$ cat config.mk
export PLATFORM = sky130hd
export DESIGN_NAME = exc_handler
export DESIGN_NICKNAME = d
export VERILOG_FILES = /design/src/rtl/exc_handler.sv
export SDC_FILE = /design/constraint.sdc
export NUM_CORES = 1
export LEC_CHECK = 0
export ABC_AREA = 1
export CAP_MARGIN = 10
export CORE_AREA = 2 2 39 41
export CTS_CLUSTER_SIZE = 25
export DETAILED_ROUTE_END_ITERATION = 10
export DIE_AREA = 0 0 41 43
export GPL_ROUTABILITY_DRIVEN = 0
export HOLD_SLACK_MARGIN = 0.12
export PLACE_DENSITY = 0.75
export SLEW_MARGIN = 5
export SYNTH_ARGS = -nofsm -noshare
export SYNTH_HDL_FRONTEND = slang
export SYNTH_SLANG_ARGS = --single-unit
$ cat constraint.sdc
create_clock -name clk -period 1.7 [get_ports clk]
set_clock_uncertainty 0.05 [all_clocks]
set_input_delay 0.34 -clock clk [delete_from_list [all_inputs] [get_ports clk]]
set_output_delay 0.34 -clock clk [all_outputs]
set_load 0.05 [all_outputs]
$ cat src/rtl/exc_handler.sv
`default_nettype none
// ============================================================================
// Module      : exc_handler
// Description : Exception sequencer: saves EPC, fetches the error vector and
//               loads it into the PC. EXC_CAUSE_REG_EN exposes the cause reg.
// Revision    : 1.0 - initial release
// ============================================================================
module exc_handler #(
  parameter int MEM_WAIT = 1,
  parameter int OPCODE_W = 6
) (
  input  logic       clk,
  input  logic       rst,
  input  logic       chk,
  input  logic       opcode_bad,
  input  logic       ovf,
  input  logic       div0,
  output logic       busy,
  output logic       epc_we,
  output logic       alu_epc,
  output logic [1:0] err_sel,
  output logic       iord_err,
  output logic       mdr_we,
  output logic       pc_we,
  output logic       done,
  output logic [1:0] cause
);

  typedef enum logic [2:0] {
    S_IDLE     = 3'd0,
    S_SAVE_EPC = 3'd1,
    S_VEC_ADDR = 3'd2,
    S_WAIT     = 3'd3,
    S_LOAD_MDR = 3'd4,
    S_LOAD_PC  = 3'd5,
    S_DONE     = 3'd6
  } state_t;

  localparam logic [2:0] c_WAIT_LOAD = 3'(MEM_WAIT);

  generate
    if (MEM_WAIT < 1 || MEM_WAIT > 7 || OPCODE_W < 1) begin : g_bad_cfg
      $error("exc_handler: MEM_WAIT must be 1..7 and OPCODE_W positive");
    end
  endgenerate

  state_t     r_state;
  state_t     w_next;
  logic [2:0] r_cnt;
  logic [1:0] r_cause;
  logic       w_fault;
  logic [1:0] w_cause_in;

  assign w_fault = opcode_bad | ovf | div0;

  // Fixed priority: opcode_bad > ovf > div0
  always_comb begin
    w_cause_in = 2'd0;
    if (opcode_bad)  w_cause_in = 2'd1;
    else if (ovf)    w_cause_in = 2'd2;
    else if (div0)   w_cause_in = 2'd3;
  end

  always_ff @(posedge clk) begin
    if (!rst) begin
      r_state <= S_IDLE;
      r_cnt   <= 3'd0;
      r_cause <= 2'd0;
    end else begin
      r_state <= w_next;
      case (r_state)
        S_IDLE: begin
          if (chk && w_fault) r_cause <= w_cause_in;
        end
        S_VEC_ADDR: r_cnt <= c_WAIT_LOAD;
        S_WAIT: begin
          if (r_cnt != 3'd0) r_cnt <= r_cnt - 3'd1;
        end
`ifndef EXC_CAUSE_REG_EN
        // Without the visible cause register the value only lives for one sequence
        S_DONE: r_cause <= 2'd0;
`endif
        default: ;
      endcase
    end
  end

  always_comb begin
    w_next   = r_state;
    busy     = 1'b1;
    epc_we   = 1'b0;
    alu_epc  = 1'b0;
    err_sel  = 2'd0;
    iord_err = 1'b0;
    mdr_we   = 1'b0;
    pc_we    = 1'b0;
    done     = 1'b0;
    case (r_state)
      S_IDLE: begin
        busy = 1'b0;
        if (chk && w_fault) w_next = S_SAVE_EPC;
      end
      S_SAVE_EPC: begin
        epc_we  = 1'b1;
        alu_epc = 1'b1;
        w_next  = S_VEC_ADDR;
      end
      S_VEC_ADDR: begin
        err_sel  = r_cause - 2'd1;
        iord_err = 1'b1;
        w_next   = S_WAIT;
      end
      S_WAIT: begin
        err_sel  = r_cause - 2'd1;
        iord_err = 1'b1;
        // Leave as the count hits zero so WAIT lasts exactly MEM_WAIT cycles
        if (r_cnt <= 3'd1) w_next = S_LOAD_MDR;
      end
      S_LOAD_MDR: begin
        err_sel  = r_cause - 2'd1;
        iord_err = 1'b1;
        mdr_we   = 1'b1;
        w_next   = S_LOAD_PC;
      end
      S_LOAD_PC: begin
        pc_we  = 1'b1;
        w_next = S_DONE;
      end
      S_DONE: begin
        done   = 1'b1;
        w_next = S_IDLE;
      end
      default: begin
        busy   = 1'b0;
        w_next = S_IDLE;
      end
    endcase
  end

`ifdef EXC_CAUSE_REG_EN
  assign cause = r_cause;
`else
  assign cause = 2'd0;
`endif

endmodule
`default_nettype wire

== Yosys cells after proc, flatten, opt, wreduce, memory -nomap -nowiden ==
Cells that the tools add are included.

* Add/sub/neg operators: 2
* Order comparisons: 1
* Eq/ne operators: 9
* Mux-type cells: 17
* Bitwise logic cells: 2
* Reduce and logical (&&, ||, !) cells: 10

{| class="wikitable"
|+ Operator list
! operator !! number
|-
| $pmux 3 s6 || 1
|-
| $mux 2 || 5
|-
| $eq 3x3->1 const B || 3
|-
| $mux 3 || 3
|-
| $eq 3x2->1 const B || 2
|-
| $mux 1 || 6
|-
| $ne 2x2->1 const B || 3
|-
| $pmux 3 s2 || 1
|-
| $reduce_and 2->1 || 3
|-
| $reduce_or 6->1 || 1
|-
| $pmux 2 s2 || 1
|-
| $reduce_bool 2->1 || 2
|-
| $eq 3x1->1 const B || 1
|-
| $le 3x1->1 const B || 1
|-
| $logic_not 3->1 || 1
|-
| $reduce_bool 3->1 || 1
|-
| $reduce_or 3->1 || 1
|-
| $sub 3x1->3 const B || 1
|-
| $or 1x1->1 || 2
|-
| $sub 2x1->2 const B || 1
|-
| $logic_and 1x1->1 || 1
|}

* Register bits after elaboration: 8
* Output and inout bits: 11
* Logic and storage cells: 44

== Depth between registers and ports, before layout ==
Gate-level depths: netlist of the first run.

* Depth after elaboration: 5
* Depth in mapped cells: 8

== Worst setup path after synthesis of the first run ==
OpenSTA, ideal clock, no wires.

* Kind: register to output
* From: register r_state[2]
* To: output port err_sel[1]
* Arrival: 1.492 ns
* Path slack: -0.182 ns
* Stages on the path, launching flop included: 6
* Cell sequence: dfxtp_1 > inv_1 > nand3_1 > nand3_1 > nand3_1 > inv_1

* Cells in the longest elaborated chain, start to end: 3
* Elaborated cells between the ends (all ways): 5
* Classes of those cells: 3 x eq/ne; 1 x mux; 1 x reduce/logical

{| class="wikitable"
|+ RTL lines
! what !! line !! RTL
|-
| start: declaration || 47 || <nowiki>state_t r_state;</nowiki>
|-
| start signal: assignment || 70 || <nowiki>r_state <= w_next;</nowiki>
|-
| $eq 3x2->1 / $eq 3x3->1 (equally long branches) || 98 || <nowiki>case (r_state)</nowiki>
|-
| $reduce_or 3->1 (no line) * || -- ||
|-
| $mux 2 * || -- ||
|-
| end: declaration || 21 || <nowiki>output logic [1:0] err_sel,</nowiki>
|}

Mark *: on every way between the ends. The rest lies on a longest branch, timed or not.

== Worst setup path in the final report of the first run ==
Ends and elaborated chain as after synthesis.

==> impl_results.md, run 1 <==
- Status: completed
- Final setup vio count: 0
- Setup TNS: 0 ns
- Leakage power total: between 0.4 and 0.5 nW
- Drt pass-1 iters: 4
- Longest Clk Path Bufs: 2
- Vias in the first global route: 491
- FF-to-FF path depth: 7
- Largest area contributor in the netlist: dfxtp_1
- Rows: 14
- Layout cells sized above 1: 28.4%
- Total gr overflow: 0
- Worst-Skew Late Latency: 0.25 ns
- Synth cell count leaders: 20 x inv_1, 14 x nand2_1, 13 x nor2_1
- IR drop worst, VDD: 430 uV
- Largest net degree at the start of global routing: 7
- Initial antenna violation count: 0
- Post-Syn Area: 519 sq um
- Total track usage: 15.8%
- Tcrit/Tclk final: between 90% and 100%
- Distinct cells, synth: 16
- WL final: 1.18 mm
- Fin crit period: ~1.6 ns
- Starting density of the core: around 38%
- Vias/cell: 4.72
- Most frequent cell after synthesis: inv_1
- Core Area: between 1000 and 1500 sq um
- Final core utilization: between 50% and 60%
- CP endpoint kind: output pin
- P per Cell Area: 862 nW/um^2
- Hold buffers post-CTS: 0
- TritonCTS clock tree: built
- CTS clk-pin slew, worst paths: 0.05 ns
- H-tree depth reported by CTS: 1
- Post-route DRC: 0
- Die Width: a little over 40 um
- Post-synth ARST share: 0%
- Max Fclk: 612 MHz
- Ant diodes: 0
- Mapped Cells: 85
- HP Class: register to register
- Flops & latches, synth: 8
- Post-route ant nets: 0
- Yosys warning total: 0
- Layout net count: 112
- Max FO, Critical Path: 6
- Syn_area_per_cell: 6.11 sq um
- Die area: ~1800 sq um
- Num Clock Sinks: 8
- Main flop type after synthesis: dfxtp_1
- Yosys top cell area share: between 30% and 40%
- Synth area leaders: dfxtp_1 31%, inv_1 14%, nand2_1 10%, nand3_1 9.6%, nor2_1 9.4%
- Routed WL per cell: ~10 um
- Root Buffer: clkbuf_4
- Die H: 43 um
- Crit path kind: register to output pin
- Global-route wire length before repair: 1.87 mm
- Final hold slack: 0.439 ns
- Area growth from synthesis to layout: 57.3%
- Via count: 557
- Inserted Clock Buffers: 3
- Port Buffer Count: 14
- Final Hold Violating Endpoints: 0
- CP arrival: 1.24 ns
- Crit start category: register
- DRT iter0 DRCs: 13
- Max-slew violations: 0
- MaxCap Viol Count: 0
- Worst EP required: roughly 1.3 ns
- HPWL after detailed placement: 973 um
- Hold path depth: 2
- Post-synthesis sequential area ratio: 30.8%
- Number of synthesized flops with an enable pin: 0
- IO Count: 17
[routing by layer]
metal / global-route usage [%] / routed length (um)
met1: 17.3 / 471
met2: 25.9 / 615
met3: 1.57 / 56
met4: 12.0 / 37
met5: 0 / 0
[cells in the final DEF (no fill, tap or decap), drive strengths merged]
| cell | netlist | routed |
|---|---|---|
| conb | 1 | 2 |
| a21oi | 4 | 4 |
| nand2 | 16 | 16 |
| buf | 3 | 11 |
| inv | 20 | 20 |
| or2 | 2 | 2 |
| ha | 2 | 2 |
| clkbuf | 0 | 3 |
| o21ai | 4 | 4 |
| clkdlybuf4s50 | 0 | 5 |
| nand3 | 10 | 10 |
| nor2 | 14 | 14 |
| dfxtp | 8 | 8 |
| a31oi | 1 | 1 |
[final cells by class]
type                            instances  area [sq um]
Tap cell                               16          20.0
Fill cell                             138           567
Multi-Input combinational cell         55           288
Clock buffer                            3          22.5
Inverter                               20          75.1
Timing Repair Buffer                   16           245
Sequential cell                         8           166
[what timing repair did]
| item | 4_1_cts | 5_1_grt |
|---|---|---|
| setup buffers | 1 | 0 |
| endpoints found under the hold margin | 0 | 0 |
| resized for setup | 4 | 5 |
| pin swaps | 1 | 0 |
| setup endpoints to repair | 3 | 3 |
[critical path: stages, from the launching register on]
cell	delay, ns
dfxtp_4	0.37
inv_2	0.09
nand3_2	0.11
nand3_2	0.12
nand3_1	0.07
inv_1	0.09
buf_12	0.14
[kinds of logic after synthesis]
kind of cell | count (synthesis) | synth area share, %
flops | 8 | 30.8
buf+inv | 23 | 18.8
compound gates | 9 | 9.64
fa+ha+maj | 2 | 4.82
other cells | 1 | 0.722
simple gates | 42 | 35.2
[stage by stage]
step                      instance area [sq um]  power [mW]  setup slack (ns)  instances
after detailed placement                    766       0.551             0.143        114
after global routing                        817       0.748         -0.000579        118
final                                       817       0.705            0.0658        118
after CTS                                   805       0.707            0.0264        118
after global placement                      766       0.543             0.170        114
after floorplan                             531       0.410          -0.00635         86
[power breakdown]
part | leakage (nW) | internal, mW | total, mW | switching, mW
clock network | 0.0138 | 0.0808 | 0.145 | 0.0643
logic | 0.342 | 0.147 | 0.337 | 0.190
registers | 0.0669 | 0.204 | 0.223 | 0.0188
[state kept, by name, indices dropped and copies added (netlist names)]
signal / flops
r_cause: 2
r_state: 3
r_cnt: 3
[worst paths after layout]
| path | start | to | slack [ns] |
|---|---|---|---|
| setup / recovery | r_state[2] | err_sel[1] | 0.07 |
| hold / removal | r_cnt[0] | r_cnt[0] | 0.44 |
| setup reg to reg | r_cnt[0] | r_cnt[1] | 0.33 |
| hold reg to reg | r_cnt[0] | r_cnt[0] | 0.44 |
Power figures use the tool's default switching activity.
==> run 2, diff against run 1 <==
--- a/config.mk
+++ b/config.mk
@@ -7,13 +7,14 @@
 export LEC_CHECK = 0
 export ABC_AREA = 1
 export CAP_MARGIN = 10
-export CORE_AREA = 2 2 39 41
+export CORE_ASPECT_RATIO = 0.75
+export CORE_MARGIN = 2
+export CORE_UTILIZATION = 24
 export CTS_CLUSTER_SIZE = 25
 export DETAILED_ROUTE_END_ITERATION = 10
-export DIE_AREA = 0 0 41 43
 export GPL_ROUTABILITY_DRIVEN = 0
 export HOLD_SLACK_MARGIN = 0.12
-export PLACE_DENSITY = 0.75
+export PLACE_DENSITY = 0.52
 export SLEW_MARGIN = 5
 export SYNTH_ARGS = -nofsm -noshare
 export SYNTH_HDL_FRONTEND = slang
==> impl_results.md, run 2 (synthesized netlist as in run 1, its figures left out) <==
- CP max stage delay: 0.37 ns
- Top Metal Used: met4
- Setup WS post-layout: 0.0826 ns
- Num Clock Sinks: 8
- Sequential share of power: a little under a third
- Routed WL per cell: 9.13 um
- Tcrit/Tclk final: 95.1%
- Initial antenna violation count: 0
- Drt pass-1 iters: 3
- DR WL met2: approximately 470 um
- Clock Power Share: 20.8%
- Vias/cell: approximately 4.2
- Status: completed
- Post-route DRC: 0
- Leakage power total: around 0.42 nW
- Worst EP required: 1.31 ns
- Total gr overflow: 0
- Crit start category: register
- Area growth from synthesis to layout: 60.7%
- Area after DPL: 776 sq um
- Root Buffer: clkbuf_4
- Switching share of total power: 39.0%
- RSZ-0062 raised after global routing: false
- CTS clk-pin slew, worst paths: 0.06 ns
- MaxCap Viol Count: 0
- Largest net degree at the start of global routing: 7
- H-tree depth reported by CTS: 1
- Hold buffers post-CTS: 0
- TritonCTS clock tree: built
- HP Class: register to register
- Final hold slack: between 0.4 and 0.5 ns
- Inserted Clock Buffers: 3
- Max-slew violations: 0
- Die Width: about 58 um
- Crit-path slowest cell: dfxtp_4
- Dpl ws: 0.155 ns
- Vias in the first global route: 482
- Commonest non-fill, non-tap cell in the layout: inv_1
- Starting density of the core: approximately 26%
- Rows: 14
- Filler cells: 224
- Final design area excluding fillers: 835 sq um
- WL final: 1.15 mm
- Most frequent cells in the layout: 19 x inv_1, 13 x nand2_1, 11 x nor2_1, 9 x buf_12, 7 x nand3_1
- Crit-path cells: inv_1, nand3_2, nand3_2, nand3_1, inv_1, buf_12
- Met3 wire len: ~37 um
- Fin crit period: 1.62 ns
- P per Cell Area: approximately 850 nW/um^2
- DRT iter0 DRCs: 6
- M1 WL: approximately 610 um
- Final Hold Violating Endpoints: 0
- Final core utilization: between 40% and 50%
- Final setup vio count: 0
- CP arrival: 1.23 ns
- Total track usage: 10.4%
- Global-route wire length before repair: 2.04 mm
- Longest Clk Path Bufs: 2
- Gate power share: 47.4%
- IR drop worst, VDD: approximately 460 uV
- Post-route ant nets: 0
- Core Area: 2030 sq um
- Layout cells sized above 1: 28.4%
- Crit path kind: register to output pin
- Top flop regs: r_cnt x3, r_state x3, r_cause x2
- Int Power: 0.434 mW
- Max FO, Critical Path: 6
- Via count: 532
- Worst-Skew Late Latency: roughly 0.25 ns
- HPWL after detailed placement: roughly 930 um
- IO Count: 17
- CP endpoint kind: output pin
- NetSw: 0.278 mW
- Die area: 2560 sq um
- Ant diodes: 0
- Max Fclk: 618 MHz
- Die H: 44.3 um
- Port Buffer Count: 14
- Layout net count: 112
[run 2: through the flow]
| stage | TNS (ns) | std cells | power [mW] |
|---|---|---|---|
| after floorplan | -0.00635 | 86 | 0.410 |
| after global placement | 0 | 122 | 0.548 |
| after detailed placement | 0 | 122 | 0.549 |
| after CTS | 0 | 126 | 0.704 |
| after global routing | 0 | 126 | 0.754 |
| final | 0 | 126 | 0.711 |
[run 2: timing repair]
item / in CTS / in global routing
gates resized for setup: 3 / 8
setup buffers: 1 / 0
pin swaps: 1 / 0
gates cloned: 0 / 0
setup endpoints to repair: 3 / 4
[run 2: area by class of cell]
type,count,area (sq um),area share (%)
Multi-Input combinational cell,55,293,35.1
Timing Repair Buffer,16,245,29.4
Sequential cell,8,169,20.2
Inverter,20,75.1,9.00
Tap cell,24,30.0,3.60
Clock buffer,3,22.5,2.70
[run 2: path summary, 6_finish.rpt]
kind                                 start    endpoint  slack, ns  cells past startpoint
worst max-delay path            r_state[0]  err_sel[1]       0.08                      6
worst min-delay path              r_cnt[0]    r_cnt[0]       0.44                      2
worst max register to register    r_cnt[0]    r_cnt[1]       0.36                      7
worst min register to register    r_cnt[0]    r_cnt[0]       0.44                      2
[run 2: power by group through the flow]
stage | logic (mW) | registers [mW] | clock network, mW
after floorplan | 0.190 | 0.220 | 0
after global placement | 0.324 | 0.224 | 0
after detailed placement | 0.325 | 0.224 | 0
after CTS | 0.332 | 0.219 | 0.152
after global routing | 0.362 | 0.228 | 0.164
final | 0.337 | 0.226 | 0.148
[run 2: per-layer routing]
layer | up-vias | track usage [%]
met5 | - | 0
met4 | 0 | 6.98
met3 | 4 | 1.75
met2 | 10 | 14.5
met1 | 229 | 14.7
li1 | 289 | -
[run 2: worst max-delay path: cells and delay by family, from the launching register on]
family / cells / cell delay [ns]
simple gates: 3 / 0.26
flops: 1 / 0.37
buf+inv: 3 / 0.34
